==> src/rtl/code_receiver_pkg.sv <==
// -----------------------------------------------------------------------------
// code_receiver_pkg
// Shared definitions for the serial code receiver: FSM state encoding,
// default bit period and the frame-format constants.
// No ports (package).
// -----------------------------------------------------------------------------
package code_receiver_pkg;

   // 4 kHz bit rate at a 50 MHz system clock
   localparam int unsigned BIT_CYCLES_DEFAULT = 12500;

   // Frame format: idle low, start bit high, 8 data bits MSB first, stop low
   localparam logic        START_LVL = 1'b1;
   localparam logic        STOP_LVL  = 1'b0;
   localparam int unsigned DATA_BITS = 8;

   localparam int unsigned IDX_W   = $clog2(DATA_BITS);
   localparam int unsigned TIMER_W = 16;   // covers BIT_CYCLES up to 65535

   typedef enum logic [2:0] {
      ST_IDLE      = 3'd0,
      ST_START     = 3'd1,
      ST_DATA      = 3'd2,
      ST_STOP      = 3'd3,
      ST_WAIT_IDLE = 3'd4
   } state_e;

endpackage

==> src/rtl/code_receiver_if.sv <==
// -----------------------------------------------------------------------------
// code_receiver_if
// Groups the serial line and the decoded-code outputs of code_receiver.
//   rx_in      : serial line from the transmitter board (asynchronous)
//   code       : last correctly framed byte
//   code_valid : one-cycle pulse when code updates
//   frame_err  : one-cycle pulse on a bad stop bit
//   busy       : high whenever the receiver is not idle
// Modports: master = line driver / code consumer, slave = receiver.
// -----------------------------------------------------------------------------
interface code_receiver_if;
   import code_receiver_pkg::*;

   logic                 rx_in;
   logic [DATA_BITS-1:0] code;
   logic                 code_valid;
   logic                 frame_err;
   logic                 busy;

   modport master (
      output rx_in,
      input  code, code_valid, frame_err, busy
   );

   modport slave (
      input  rx_in,
      output code, code_valid, frame_err, busy
   );

endinterface

==> src/rtl/code_receiver_bit_timer.sv <==
// -----------------------------------------------------------------------------
// bit_timer
// Free-running bit-period counter 0..BIT_CYCLES-1 with synchronous clear.
//   clk_i    : system clock (rising edge)
//   rst_ni   : asynchronous active-low reset
//   clr_i    : hold the count at 0
//   sample_o : strobe at the mid-bit sample point (count == BIT_CYCLES/2)
//   wrap_o   : strobe on the last count of a bit period
// -----------------------------------------------------------------------------
module bit_timer
   import code_receiver_pkg::*;
#(
   parameter int unsigned BIT_CYCLES = BIT_CYCLES_DEFAULT
) (
   input  logic clk_i,
   input  logic rst_ni,
   input  logic clr_i,
   output logic sample_o,
   output logic wrap_o
);

   localparam logic [TIMER_W-1:0] CNT_LAST   = TIMER_W'(BIT_CYCLES - 1);
   localparam logic [TIMER_W-1:0] CNT_SAMPLE = TIMER_W'(BIT_CYCLES / 2);

   logic [TIMER_W-1:0] cnt_q, cnt_d;

   always_comb begin
      cnt_d = cnt_q + TIMER_W'(1);
      if (clr_i || (cnt_q == CNT_LAST)) begin
         cnt_d = '0;
      end
   end

   always_ff @(posedge clk_i or negedge rst_ni) begin
      if (!rst_ni) begin
         cnt_q <= '0;
      end else begin
         cnt_q <= cnt_d;
      end
   end

   assign sample_o = (cnt_q == CNT_SAMPLE);
   assign wrap_o   = (cnt_q == CNT_LAST);

endmodule

==> src/rtl/code_receiver.sv <==
// -----------------------------------------------------------------------------
// code_receiver
// Receives 10-bit serial frames (start high, 8 data bits MSB first, stop low)
// and presents the last good byte with a one-cycle valid pulse, or a
// one-cycle frame-error pulse when the stop bit is wrong.
//   CLOCK_50 : 50 MHz system clock (rising edge)
//   RESET_N  : asynchronous active-low reset
//   bus      : code_receiver_if.slave (rx_in, code, code_valid, frame_err, busy)
// -----------------------------------------------------------------------------
module code_receiver
   import code_receiver_pkg::*;
#(
   parameter int unsigned BIT_CYCLES = BIT_CYCLES_DEFAULT
) (
   input  logic           CLOCK_50,
   input  logic           RESET_N,
   code_receiver_if.slave bus
);

   // Synchronizer and edge history
   logic sync1_q, rx_s_q, rx_prev_q;

   state_e               state_q, state_d;
   logic [IDX_W-1:0]     idx_q, idx_d;
   logic [DATA_BITS-1:0] shift_q, shift_d;
   logic [DATA_BITS-1:0] code_q, code_d;
   logic                 valid_q, valid_d;
   logic                 err_q, err_d;

   logic tmr_clr, tmr_sample, tmr_wrap, bit_tick;

   bit_timer #(.BIT_CYCLES(BIT_CYCLES)) u_bit_timer (
      .clk_i    (CLOCK_50),
      .rst_ni   (RESET_N),
      .clr_i    (tmr_clr),
      .sample_o (tmr_sample),
      .wrap_o   (tmr_wrap)
   );

   // Sample and wrap never coincide for BIT_CYCLES >= 4; masking with wrap
   // keeps a too-small BIT_CYCLES from sampling on the period boundary.
   assign bit_tick = tmr_sample & ~tmr_wrap;

   always_ff @(posedge CLOCK_50 or negedge RESET_N) begin
      if (!RESET_N) begin
         sync1_q   <= 1'b0;
         rx_s_q    <= 1'b0;
         rx_prev_q <= 1'b0;
      end else begin
         sync1_q   <= bus.rx_in;
         rx_s_q    <= sync1_q;
         rx_prev_q <= rx_s_q;
      end
   end

   always_comb begin
      state_d = state_q;
      idx_d   = idx_q;
      shift_d = shift_q;
      code_d  = code_q;
      valid_d = 1'b0;
      err_d   = 1'b0;
      tmr_clr = 1'b0;
      unique case (state_q)
         ST_IDLE: begin
            // Timer held at 0 so the first START cycle begins the bit period
            tmr_clr = 1'b1;
            if (!rx_prev_q && rx_s_q) begin
               state_d = ST_START;
            end
         end
         ST_START: begin
            if (bit_tick) begin
               if (rx_s_q == START_LVL) begin
                  state_d = ST_DATA;
                  idx_d   = '0;
               end else begin
                  state_d = ST_IDLE;   // start glitch, drop silently
               end
            end
         end
         ST_DATA: begin
            if (bit_tick) begin
               shift_d = {shift_q[DATA_BITS-2:0], rx_s_q};
               if (idx_q == IDX_W'(DATA_BITS - 1)) begin
                  state_d = ST_STOP;
               end else begin
                  idx_d = idx_q + IDX_W'(1);
               end
            end
         end
         ST_STOP: begin
            if (bit_tick) begin
               if (rx_s_q == STOP_LVL) begin
                  code_d  = shift_q;
                  valid_d = 1'b1;
                  state_d = ST_IDLE;
               end else begin
                  err_d   = 1'b1;
                  state_d = ST_WAIT_IDLE;
               end
            end
         end
         ST_WAIT_IDLE: begin
            // Line stuck high after a bad stop: wait for it to fall first
            if (!rx_s_q) begin
               state_d = ST_IDLE;
            end
         end
         default: begin
            state_d = ST_IDLE;
         end
      endcase
   end

   always_ff @(posedge CLOCK_50 or negedge RESET_N) begin
      if (!RESET_N) begin
         state_q <= ST_IDLE;
         idx_q   <= '0;
         shift_q <= '0;
         code_q  <= '0;
         valid_q <= 1'b0;
         err_q   <= 1'b0;
      end else begin
         state_q <= state_d;
         idx_q   <= idx_d;
         shift_q <= shift_d;
         code_q  <= code_d;
         valid_q <= valid_d;
         err_q   <= err_d;
      end
   end

   assign bus.code       = code_q;
   assign bus.code_valid = valid_q;
   assign bus.frame_err  = err_q;
   assign bus.busy       = (state_q != ST_IDLE);

endmodule

==> src/flat_wrapper.sv <==
// flat-port wrapper written by rule: the top's interface ports become plain ports
module code_receiver_flat import code_receiver_pkg::*;
#(
   parameter int unsigned BIT_CYCLES = BIT_CYCLES_DEFAULT
)
  (CLOCK_50, RESET_N, bus_rx_in, bus_code, bus_code_valid, bus_frame_err, bus_busy);
  code_receiver_if bus_i ();
  input  logic CLOCK_50;
  input  logic RESET_N;
  input wire logic [$bits(bus_i.rx_in)-1:0] bus_rx_in;
  output wire logic [$bits(bus_i.code)-1:0] bus_code;
  output wire logic [$bits(bus_i.code_valid)-1:0] bus_code_valid;
  output wire logic [$bits(bus_i.frame_err)-1:0] bus_frame_err;
  output wire logic [$bits(bus_i.busy)-1:0] bus_busy;
  assign bus_i.rx_in = bus_rx_in;
  assign bus_code = bus_i.code;
  assign bus_code_valid = bus_i.code_valid;
  assign bus_frame_err = bus_i.frame_err;
  assign bus_busy = bus_i.busy;
  code_receiver #(.BIT_CYCLES(BIT_CYCLES)) u_core (.CLOCK_50(CLOCK_50), .RESET_N(RESET_N), .bus(bus_i));
endmodule
==> config.mk <==
export PLATFORM = sky130hd
export DESIGN_NAME = code_receiver_flat
export DESIGN_NICKNAME = d
export VERILOG_FILES = /design/src/rtl/code_receiver_pkg.sv /design/src/rtl/code_receiver_if.sv /design/src/rtl/code_receiver_bit_timer.sv /design/src/rtl/code_receiver.sv /design/src/flat_wrapper.sv
export SDC_FILE = /design/constraint.sdc
export NUM_CORES = 1
export LEC_CHECK = 0
export ABC_AREA = 1
export CORE_MARGIN = 2
export CORE_UTILIZATION = 65
export CTS_BUF_LIST = sky130_fd_sc_hd__clkbuf_2
export DETAILED_ROUTE_END_ITERATION = 8
export PLACE_DENSITY = 0.87
export SKIP_CTS_REPAIR_TIMING = 1
export SLEW_MARGIN = 20
export SYNTH_ARGS = -nofsm -noshare
export SYNTH_HDL_FRONTEND = slang
export SYNTH_SLANG_ARGS = --single-unit
==> constraint.sdc <==
create_clock -name CLOCK_50 -period 3.6 [get_ports CLOCK_50]
set_input_delay 0.72 -clock CLOCK_50 [delete_from_list [all_inputs] [get_ports CLOCK_50]]
set_output_delay 0.72 -clock CLOCK_50 [all_outputs]
set_load 0.03 [all_outputs]
Word-level counts from Yosys, hierarchy flattened
Index checks and enable logic that the tools add are counted.
Operators by class
  multiplexer cells: 22
  $add $sub $neg: 2
  equality and inequality tests: 15
  reductions and logical operators: 10
  bitwise gates (word level): 3
Operators by type and width (number)
  3-bit 2-to-1 mux: 11
  16-bit by 1-bit adder with 16-bit output, second input constant: 1
  16-bit by 13-bit equality test with 1-bit output, second input constant: 1
  16-bit by 14-bit equality test with 1-bit output, second input constant: 1
  16-bit 2-to-1 mux: 1
  3-bit case mux with 5 select lines: 1
  2-bit by 1-bit != test with 1-bit output, second input constant: 6
  1-bit 2-to-1 mux: 7
  3-bit by 2-bit equality test with 1-bit output, second input constant: 2
  3-bit equality test, second input constant: 2
  3-bit case mux with 2 select lines: 1
  6-bit AND reduction: 1
  5-bit AND reduction: 1
  2-bit != test, second input constant: 2
  3-bit by 1-bit adder with 3-bit output, second input constant: 1
  3-bit by 1-bit equality test with 1-bit output, second input constant: 1
  3-bit logical NOT: 1
  3-bit AND reduction: 1
  3-bit nonzero test: 1
  2-bit 2-to-1 mux: 1
  1-bit NOT: 2
  2-bit AND reduction: 1
  2-bit nonzero test: 1
  1-bit AND: 1
  other kinds (3): 3
Storage, ports and cells
  register bits: 43
  logic and storage cells: 62
  output and inout port bits: 11

Longest topological paths before layout
  depth after elaboration: 5
  mapped depth: 9
  gate-level depth less buffers: 9

By module
Synthesis repeated with hierarchy kept, for this count alone.
Second synthesis, totals
  cell total of the unflattened synthesis: 263
  area total of the unflattened synthesis: 2195.9 um2
By module, submodules not included
  code_receiver: area each 1223.7 um2, cells an instance 134, instances 1
  bit_timer: area each 972.2 um2, cells an instance 129, instances 1

Worst setup path before layout
No wires, ideal clock.
  kind: flip-flop to output port
  from: reg u_core.state_q[0]
  to: out bus_busy
  arrival: 817 ps
  required time: 2880 ps
  buffers on the path: 0
  setup slack: 2063 ps
  stages on the path, launching flop included: 3
  path through: dfrtp_1 -> nor2_2 -> nand2_1
Between the ends
  longest elaborated chain between the ends: 1
RTL lines
  start: declaration: line code_receiver.sv:23  | state_e state_q, state_d;
  start signal: assignment: line code_receiver.sv:125  | state_q <= state_d;
  3-bit nonzero test: line code_receiver.sv:137  | assign bus.busy = (state_q != ST_IDLE);
  end: declaration: line flat_wrapper.sv:14  | output wire logic [$bits(bus_i.busy)-1:0] bus_busy;
Every way passes these cells.

Worst setup path after layout
Ends and elaborated chain as after synthesis.

==> run summary <==
FMAX: 385 MHz
FP Rows: 20
port bufs: 13
CTS H-Tree Depth: 2
routed wire length on met3: 173 µm
Setup CP Type: flop to output port
Max Cap Viol: 0
via count: 1,688
min-delay worst type: input pin to asynchronous set/reset pin
largest family of logic cells by synthesized area: simple AND/OR/NAND/NOR gates
# setup viols final: 0
Fin. Hold Viols: 0
Rel. slew slack: 39.5%
sequential share of the synthesized area: 50.6%
largest net degree at the start of global routing: 44
first-pass GRT wire length: 6.73 mm
M1 WL: 1.89 mm
Adder-Cell Fraction of Synth Area: 2.36%
register area: 1080 µm²
Placer Congestion: 0.871
DR vias/cell: 5.13
initial antenna violation count: 0
clock-pin slew on the worst setup and hold paths: 230 ps
Final period util: 72.1%
Synth Area in Simple Gates: 38.0%
Worst Path Arrival: 1880 ps
minimum clock period: 2600 ps
r2r worst-path depth: 9
number of I/O pins: 14
CTS Buffer Depth: 2
GRT overflow: 0
worst skew pair latency: 430 ps
setup TNS: 0 ps
ant diodes: 0
Die Area: 3740 µm²
area grow syn2layout: 9.78%
syn_nets: 274
Combinational Power Share: 21.7%
DR WL/cell: 12.0 µm
# clock sinks: 43
Slew Limit Fails: 0
DRC: 0
Power Internal: 622 µW
Die Height: 61.2 µm
outcome: finished, final reports clean
Final nets: 291
met2 wire len: 1.81 mm
final wirelength: 3.93 mm
Yosys reg bits: 43
HPWL after detailed placement: 2.81 mm
Tightest Pin Transition: 907 ps
Switch Pwr: 348 µW
number of fill cells in the layout: 245
Area after DPL: 2280 µm²
Post-Syn Instances: 267
share of cells above drive strength 1: 9.47%
Avg Synthesized Cell Area: 7.96 µm²
CTS tree: yes
Setup Skew: 12.4 ps
switching share of total power: 35.8%
worst endpoint required time: 2880 ps
RSZ-0062 raised after global routing: no
Sequential Power Share: 55.6%
Peak supply drop: 0.449 mV
post-synthesis mux area share: 0%
CP Capture Type: output port
PnR Total Power: 970 µW
Clock power frac: 22.7%
die width: 61.2 µm
vias in the first global route: 1,539
finished layout cell area: 2330 µm²
CORE AREA: 3080 µm²
GRT Util Overall: 24.8%
root buffer cell: clkbuf_2
1st-iter DRT viols: 151
CTS Buf Count: 5
yosys warns: 0
Yosys cell types: 28
Top Layer Used: met4
DRT antenna net count: 0
complex-gate fraction of the synthesized area: 1.94%
Post-Syn Area: 2120 µm²
multi-input logic area: 942 µm²
first drt pass iteration count: 4
crit path max fanout: 6
initial core utilization: 69.0%
Post-Synth XOR/XNOR Area: 2.06%
pwr/cell area: 416 nW/µm²
leakage: 1.17 nW
Setup crit start kind: flop
## placed cells by master, fill, tap and decap left out, drive strengths merged
cell type      count
buf                1
ha                 4
nand2             93
clkdlybuf4s50     12
clkbuf             5
o21bai             1
o21ai              5
and2               2
xor2               5
clkinvlp           1
a21oi              1
nor3               4
nor2              50
nand3             26
nand4              6
dfrtp             43
clkinv             4
inv               20
nand3b             2
## Yosys cell counts
library cell / instances / area (µm²)
xor2_1: 5 / 43.8
nor3_1: 3 / 15.0
nand4_1: 6 / 37.5
buf_4: 1 / 7.51
inv_1: 18 / 67.6
o21ai_2: 1 / 8.76
o21bai_1: 1 / 7.51
nand3b_1: 2 / 15.0
clkinv_2: 1 / 5.00
nand2_2: 5 / 31.3
ha_1: 4 / 50.1
nor3_2: 1 / 10.0
nor2_4: 2 / 22.5
buf_6: 1 / 11.3
dfrtp_1: 43 / 1080
nand2_1: 87 / 327
and2_1: 2 / 12.5
inv_2: 2 / 7.51
nand3_1: 25 / 125
a21oi_1: 1 / 5.00
nand3_2: 1 / 10.0
o21ai_1: 1 / 5.00
nand2_4: 1 / 11.3
o21ai_0: 3 / 15.0
nor2_2: 4 / 25.0
nor2_1: 44 / 165
clkinv_1: 1 / 3.75
clkbuf_1: 1 / 3.75
## worst max-delay path: stages, from the launching register on
cell and delay (ps):
dfrtp_1 490, nor2_2 180, nand2_1 160, clkdlybuf4s50_1 630
## per-stage QoR
stage	std cells	hold WS (ps)	util (%)	setup slack (ps)
floorplan	267	331	-	2060
global placement	321	340	74.1	1510
detailed placement	321	344	74.1	1490
CTS	329	389	75.8	974
global route	329	408	75.8	881
finish	329	367	75.8	1000
## cell families after synthesis
kind of cell	Yosys count
AO/OA/AOI/OAI	7
XOR/XNOR	5
adder cells (fa/ha/maj)	4
buffers and inverters	25
flip-flops	43
AND/OR/NAND/NOR	183
## sequential cells by signal, summed over array words and instances, names as in the netlist
signal                    count
u_core.shift_q                8
u_core.rx_s_q                 1
u_core.sync1_q                1
u_core.rx_prev_q              1
u_core.bus.code_valid         1
u_core.idx_q                  3
u_core.u_bit_timer.cnt_q     16
u_core.bus.code               8
u_core.bus.frame_err          1
u_core.state_q                3
## per-layer routing
layer	vias to the layer above	GRT usage, %
met4	0	9.32
met3	6	5.67
li1	873	-
met1	776	34.7
met2	33	38.1
met5	-	0
## power by group through the flow
| stage | registers, mW | clock network, mW | logic [mW] |
|---|---|---|---|
| floorplan | 0.542 | 0 | 0.163 |
| global placement | 0.546 | 0 | 0.210 |
| detailed placement | 0.548 | 0 | 0.213 |
| CTS | 0.539 | 0.228 | 0.214 |
| global route | 0.545 | 0.248 | 0.238 |
| finish | 0.539 | 0.220 | 0.210 |
## worst paths after layout
check / start / to / slack, ps
min in group CLOCK_50: u_core.sync1_q$_DFF_PN0_ / u_core.rx_s_q$_DFF_PN0_ / 390
max in group asynchronous: RESET_N / u_core.state_q[2]$_DFFE_PN0P_ / 2670
worst min register to register: u_core.sync1_q$_DFF_PN0_ / u_core.rx_s_q$_DFF_PN0_ / 390
worst min-delay path: RESET_N / u_core.u_bit_timer.cnt_q[0]$_DFF_PN0_ / 370
worst max-delay path: u_core.state_q[0]$_DFFE_PN0P_ / bus_busy / 1000
worst max register to register: u_core.u_bit_timer.cnt_q[0]$_DFF_PN0_ / u_core.bus.code[1]$_DFFE_PN0P_ / 1950
## final cells by class
class                   count  area share, %
well taps                  44           2.36
multi-input cells         199           40.4
flip-flops and latches     43           46.1
clock buffers               5           1.07
repair buffers             13           5.36
clock inverters             3           1.07
inverters                  22           3.59
Note: power is estimated with default switching activity, not from simulation.
